[src/rtl/shift_chain_arbiter.sv]
// Round-robin arbiter and MSB-first serializer sharing one shift chain between
// two word producers; each word is shifted over WIDTH cycles, then latched.
module shift_chain_arbiter #(
  parameter int WIDTH = 4,
  parameter int CNT_W = 3
) (
  input  logic             clk,
  input  logic             rst,
  input  logic [1:0]       req_valid,
  input  logic [WIDTH-1:0] req_data0,
  input  logic [WIDTH-1:0] req_data1,
  output logic [1:0]       req_ready,
  output logic             ser_out,
  output logic             shift_en,
  output logic             load_strobe,
  output logic             owner,
  output logic             busy
);

  localparam logic [1:0] IDLE  = 2'd0;
  localparam logic [1:0] SHIFT = 2'd1;
  localparam logic [1:0] LATCH = 2'd2;

  logic [1:0]       state;
  logic             last;
  logic [WIDTH-1:0] buffer;
  logic [CNT_W-1:0] cnt;
  logic             grant;
  logic             accept;
  logic [WIDTH-1:0] grant_data;

  // On contention the requester that did not win last time goes first.
  // NOTE: every always_comb output gets a default first so no latch is inferred.
  always_comb begin
    grant = 1'b0;
    if (req_valid == 2'b11)
      grant = ~last;
    else if (req_valid[1])
      grant = 1'b1;
  end

  always_comb begin
    req_ready = 2'b00;
    if (state == IDLE && req_valid[grant])
      req_ready[grant] = 1'b1;
  end

  assign accept     = |(req_valid & req_ready);
  assign grant_data = grant ? req_data1 : req_data0;

  // NOTE: sequential state uses non-blocking assignments only.
  always_ff @(posedge clk) begin
    if (rst) begin
      state       <= IDLE;
      last        <= 1'b1;
      buffer      <= '0;
      cnt         <= '0;
      ser_out     <= 1'b0;
      shift_en    <= 1'b0;
      load_strobe <= 1'b0;
      owner       <= 1'b0;
      busy        <= 1'b0;
    end else begin
      case (state)
        IDLE: begin
          if (accept) begin
            buffer   <= grant_data;
            owner    <= grant;
            last     <= grant;
            cnt      <= '0;
            state    <= SHIFT;
            shift_en <= 1'b1;
            ser_out  <= grant_data[WIDTH-1];
            busy     <= 1'b1;
          end
        end
        SHIFT: begin
          // ser_out already shows buffer[WIDTH-1]; present the next bit down.
          buffer <= {buffer[WIDTH-2:0], 1'b0};
          cnt    <= cnt + 1'b1;
          if (cnt == CNT_W'(WIDTH - 1)) begin
            state       <= LATCH;
            shift_en    <= 1'b0;
            ser_out     <= 1'b0;
            load_strobe <= 1'b1;
          end else begin
            ser_out <= buffer[WIDTH-2];
          end
        end
        LATCH: begin
          state       <= IDLE;
          load_strobe <= 1'b0;
          busy        <= 1'b0;
        end
        default: begin
          state       <= IDLE;
          shift_en    <= 1'b0;
          load_strobe <= 1'b0;
          busy        <= 1'b0;
        end
      endcase
    end
  end

endmodule

[config.mk]
export PLATFORM = sky130hd
export DESIGN_NAME = shift_chain_arbiter
export DESIGN_NICKNAME = d
export VERILOG_FILES = /design/src/rtl/shift_chain_arbiter.sv
export SDC_FILE = /design/constraint.sdc
export NUM_CORES = 1
export LEC_CHECK = 0
export BUFFER_PORTS_ARGS = -buffer_cell sky130_fd_sc_hd__clkbuf_2
export CAP_MARGIN = 10
export CORE_MARGIN = 2
export CORE_UTILIZATION = 50
export CTS_CLUSTER_DIAMETER = 150
export CTS_CLUSTER_SIZE = 25
export DETAILED_ROUTE_END_ITERATION = 7
export PLACE_DENSITY = 0.79
export SLEW_MARGIN = 20
export SYNTH_ARGS = -nofsm -noshare
export SYNTH_HDL_FRONTEND = slang
export SYNTH_SLANG_ARGS = --single-unit
[constraint.sdc]
create_clock -name clk -period 2.82 [get_ports clk]
set_input_delay 0.564 -clock clk [delete_from_list [all_inputs] [get_ports clk]]
set_output_delay 0.564 -clock clk [all_outputs]
set_load 0.02 [all_outputs]
==> metrics.md <==
| Metric | Value |
|---|---|
| Status | `completed` |
| Initial antenna violation count | `0` |
| Sequential-to-total area share from yosys stat | `41.40%` |
| Max-Cap Viols | `0` |
| Setup violators final | `0` |
| Util after Layout | `62.41%` |
| Sw frac | `26.38%` |
| Core box area | `0.001285 mm2` |
| Syn_area_per_cell | `9.147 um2` |
| Crit path DAT | `1540 ps` |
| Crit path kind | `flop to primary output` |
| Int Pwr | `323.3 uW` |
| Overall routing resource usage | `19.93%` |
| Syn-to-layout area delta | `18.48%` |
| Worst-path clk slew | `80 ps` |
| Clock Latency Late Sink | `270 ps` |
| Hold endpoint | `shift_en` |
| WP buf/inv | `1` |
| Worst Reg-to-Reg Cells | `3` |
| Via count | `592` |
| Clock tree buffer depth | `2` |
| Fmax | `476.1 MHz` |
| Initial Utilization | `52.68%` |
| Port bufs | `18` |
| Largest net degree at the start of global routing | `16` |
| Synth Register Bits | `14` |
| Post-CTS Setup Bufs | `0` |
| Comb pwr share | `17.6%` |
| Sequential fraction of design power | `50.3%` |
| Hold path start | `shift_en` |
| Final WL | `1314 um` |
| Total number of yosys warnings | `0` |
| Vias in the first global route | `478` |
| Cell Area, Synth | `676.9 um2` |
| Hold path cells | `2` |
| Switching power | `115.8 uW` |
| Nets | `108` |
| Die width | `40.80 um` |
| Worst Path Required | `2260 ps` |
| Global-route wire length before repair | `2097 um` |
| TritonCTS clock tree | `done` |
| VDD IR max | `416.3 uV` |
| Area of the multi-input gates | `365.4 um2` |
| Gr ovfl total | `0` |
| Most common cell after layout, fill and taps aside | `clkbuf_2` |
| Pwr Density | `547.5 mW/mm2` |
| Inserted Diodes | `0` |
| Fin. Hold Viols | `0` |
| Clock root cell | `clkbuf_4` |
| Sequential cell area | `280.3 um2` |
| Worst reg2reg endpoint | `buffer[2]` |
| Number of CTS-inserted buffers | `3` |
| Die area | `0.001664 mm2` |
| R2R Path Start | `state[0]` |
| Share of layout cells above drive strength 1 | `27.96%` |
| Crit path launch type | `flop` |
| Static leakage | `0.3395 nW` |
| Site Rows | `13` |
| Clock share of power | `32.0%` |
| Min-delay worst type | `flop to flop` |
| Total power | `439.1 uW` |
| Max incr delay on CP | `430 ps` |
| DP HPWL | `960.2 um` |
| R2R setup slack | `1490 ps` |
| Peak fanout along the critical path | `13` |
| Number of remaining DRC errors | `0` |
| RSZ-0062 raised after global routing | `no` |
| Family with the most delay on the worst path | `flip-flops` |
| Fillers | `110` |
| # clock sinks | `14` |
| DR iter-0 viols | `7` |
| Hold Slack | `457.8 ps` |
| Worst path most repeated cell | `nor2_1` |
| IO Count | `19` |
| Remaining antenna violation count | `0` |
| Cells after Synth | `74` |
| Most frequent cells in the layout | `clkbuf_2 (18), dfxtp_1 (14), a21oi_1 (9)` |
| DR WL/cell | `12.17 um` |
| Htree depth | `1` |
| Tightest Pin Transition | `496.5 ps` |
| Syn_nets | `88` |
| Hold_buf cts | `0` |
| Number of library cell types mapped by synthesis | `29` |
| Routability congestion estimate | `0.7737` |
| Post-CTS sizing | `0` |
| Drt via density | `5.481` |
| Critical path endpoint category | `primary output` |
| Final min period | `2100 ps` |
| Cell Chain, Critical Path | `nor2_1 > o21ai_0 > nor2_1 > clkbuf_2` |
| Max Slew Vio Count | `0` |
| Clock Skew | `1.437 ps` |
| Fraction of the cycle the final worst path needs | `74.48%` |
| Setup_tns | `0 ps` |
| CP max stage cell | `dfxtp_1` |
| Die height | `40.80 um` |
| Max-slew headroom | `66.65%` |
| Pre-Repair DR Iteration Count | `4` |
==> state kept, by name, indices dropped and copies added (netlist names) <==
| name | flops |
|---|---|
| buffer | 3 |
| cnt | 3 |
| state | 2 |
| busy | 1 |
| last | 1 |
| load_strobe | 1 |
| owner | 1 |
| ser_out | 1 |
| shift_en | 1 |
==> per-layer routing <==
metal	up-vias	track usage [%]	share of wire (%)	routed length, um
met4	0	10.00	0.91	12
li1	313	-	-	-
met3	2	8.152	4.5	59
met1	258	24.34	49	642
met2	19	29.69	46	599
met5	-	0	0	0
==> Yosys cell counts <==
cell      count  area (um2)
a21boi_4      1       18.77
a21oi_1       9       45.04
a221oi_1      2       17.52
a311oi_1      2       17.52
and3_1        1       6.260
buf_2         1       5.000
buf_6         1       11.26
clkbuf_1      1       3.750
dfxtp_1      14       280.3
ha_1          2       25.02
inv_1         3       11.26
mux2i_1       3       30.03
nand2_1       4       15.01
nand2b_1      3       18.77
nand3_1       1       5.000
nand3b_1      1       7.510
nor2_1        3       11.26
nor2b_1       2       12.51
nor3_1        3       15.01
nor4b_1       2       17.52
o211ai_1      2       15.01
o21ai_0       5       25.02
o21ai_1       1       5.000
o21ba_2       1       10.01
o21bai_1      1       7.510
o22ai_1       2       12.51
or2_4         1       8.760
or2b_1        1       7.510
or3_4         1       11.26
==> final cells by class <==
cell class,instances,share of cell area [%]
Inverter,3,1.404
Clock buffer,4,4.524
Tap cell,15,2.340
Sequential cell,14,34.95
Multi-Input combinational cell,54,45.55
Timing Repair Buffer,18,11.23
==> worst max-delay path by stage <==
| stage | from | to | slack (ps) | cells past startpoint |
|---|---|---|---|---|
| 2_1_floorplan | state[1] | req_ready[0] | 1150 | 4 |
| 3_3_place_gp | req_valid[1] | req_ready[1] | 920 | 5 |
| 3_5_place_dp | req_valid[1] | req_ready[1] | 880 | 5 |
| 4_1_cts | state[1] | req_ready[0] | 740 | 4 |
| 5_1_grt | state[1] | req_ready[0] | 580 | 4 |
| 6_report | state[1] | req_ready[0] | 720 | 4 |
==> cells by family (layout without fill, tap and decap cells) <==
family,after synthesis,in the layout,synth area share [%]
and+or+nand+nor,23,23,20.15
AOI/OAI and AO/OA,26,26,25.69
DFF,14,14,41.40
muxes,3,3,4.436
buffers and inverters,6,25,4.620
adders and majority gates,2,2,3.696
==> per-stage QoR <==
step           area [um2]  instances  setup slack (ps)
2_1_floorplan       676.9         74              1149
3_3_place_gp        765.7        104             916.5
3_5_place_dp        765.7        104             880.7
4_1_cts             802.0        108             736.9
5_1_grt             802.0        108             583.4
6_report            802.0        108             719.8
==> power groups by stage <==
stage          registers, mW  clock network (mW)  logic [mW]
2_1_floorplan          0.228                   0      0.0503
3_3_place_gp           0.225                   0      0.0757
3_5_place_dp           0.226                   0      0.0773
4_1_cts                0.221               0.145      0.0777
5_1_grt                0.223               0.160      0.0861
6_report               0.221               0.141      0.0774
==> tightest hold or removal path: cells and delay by family (launching register included) <==
family | cells | cell delay (ps)
compound gates | 1 | 50
flops | 1 | 320
simple gates | 1 | 50
No activity file was read; power rests on OpenSTA's default activity.
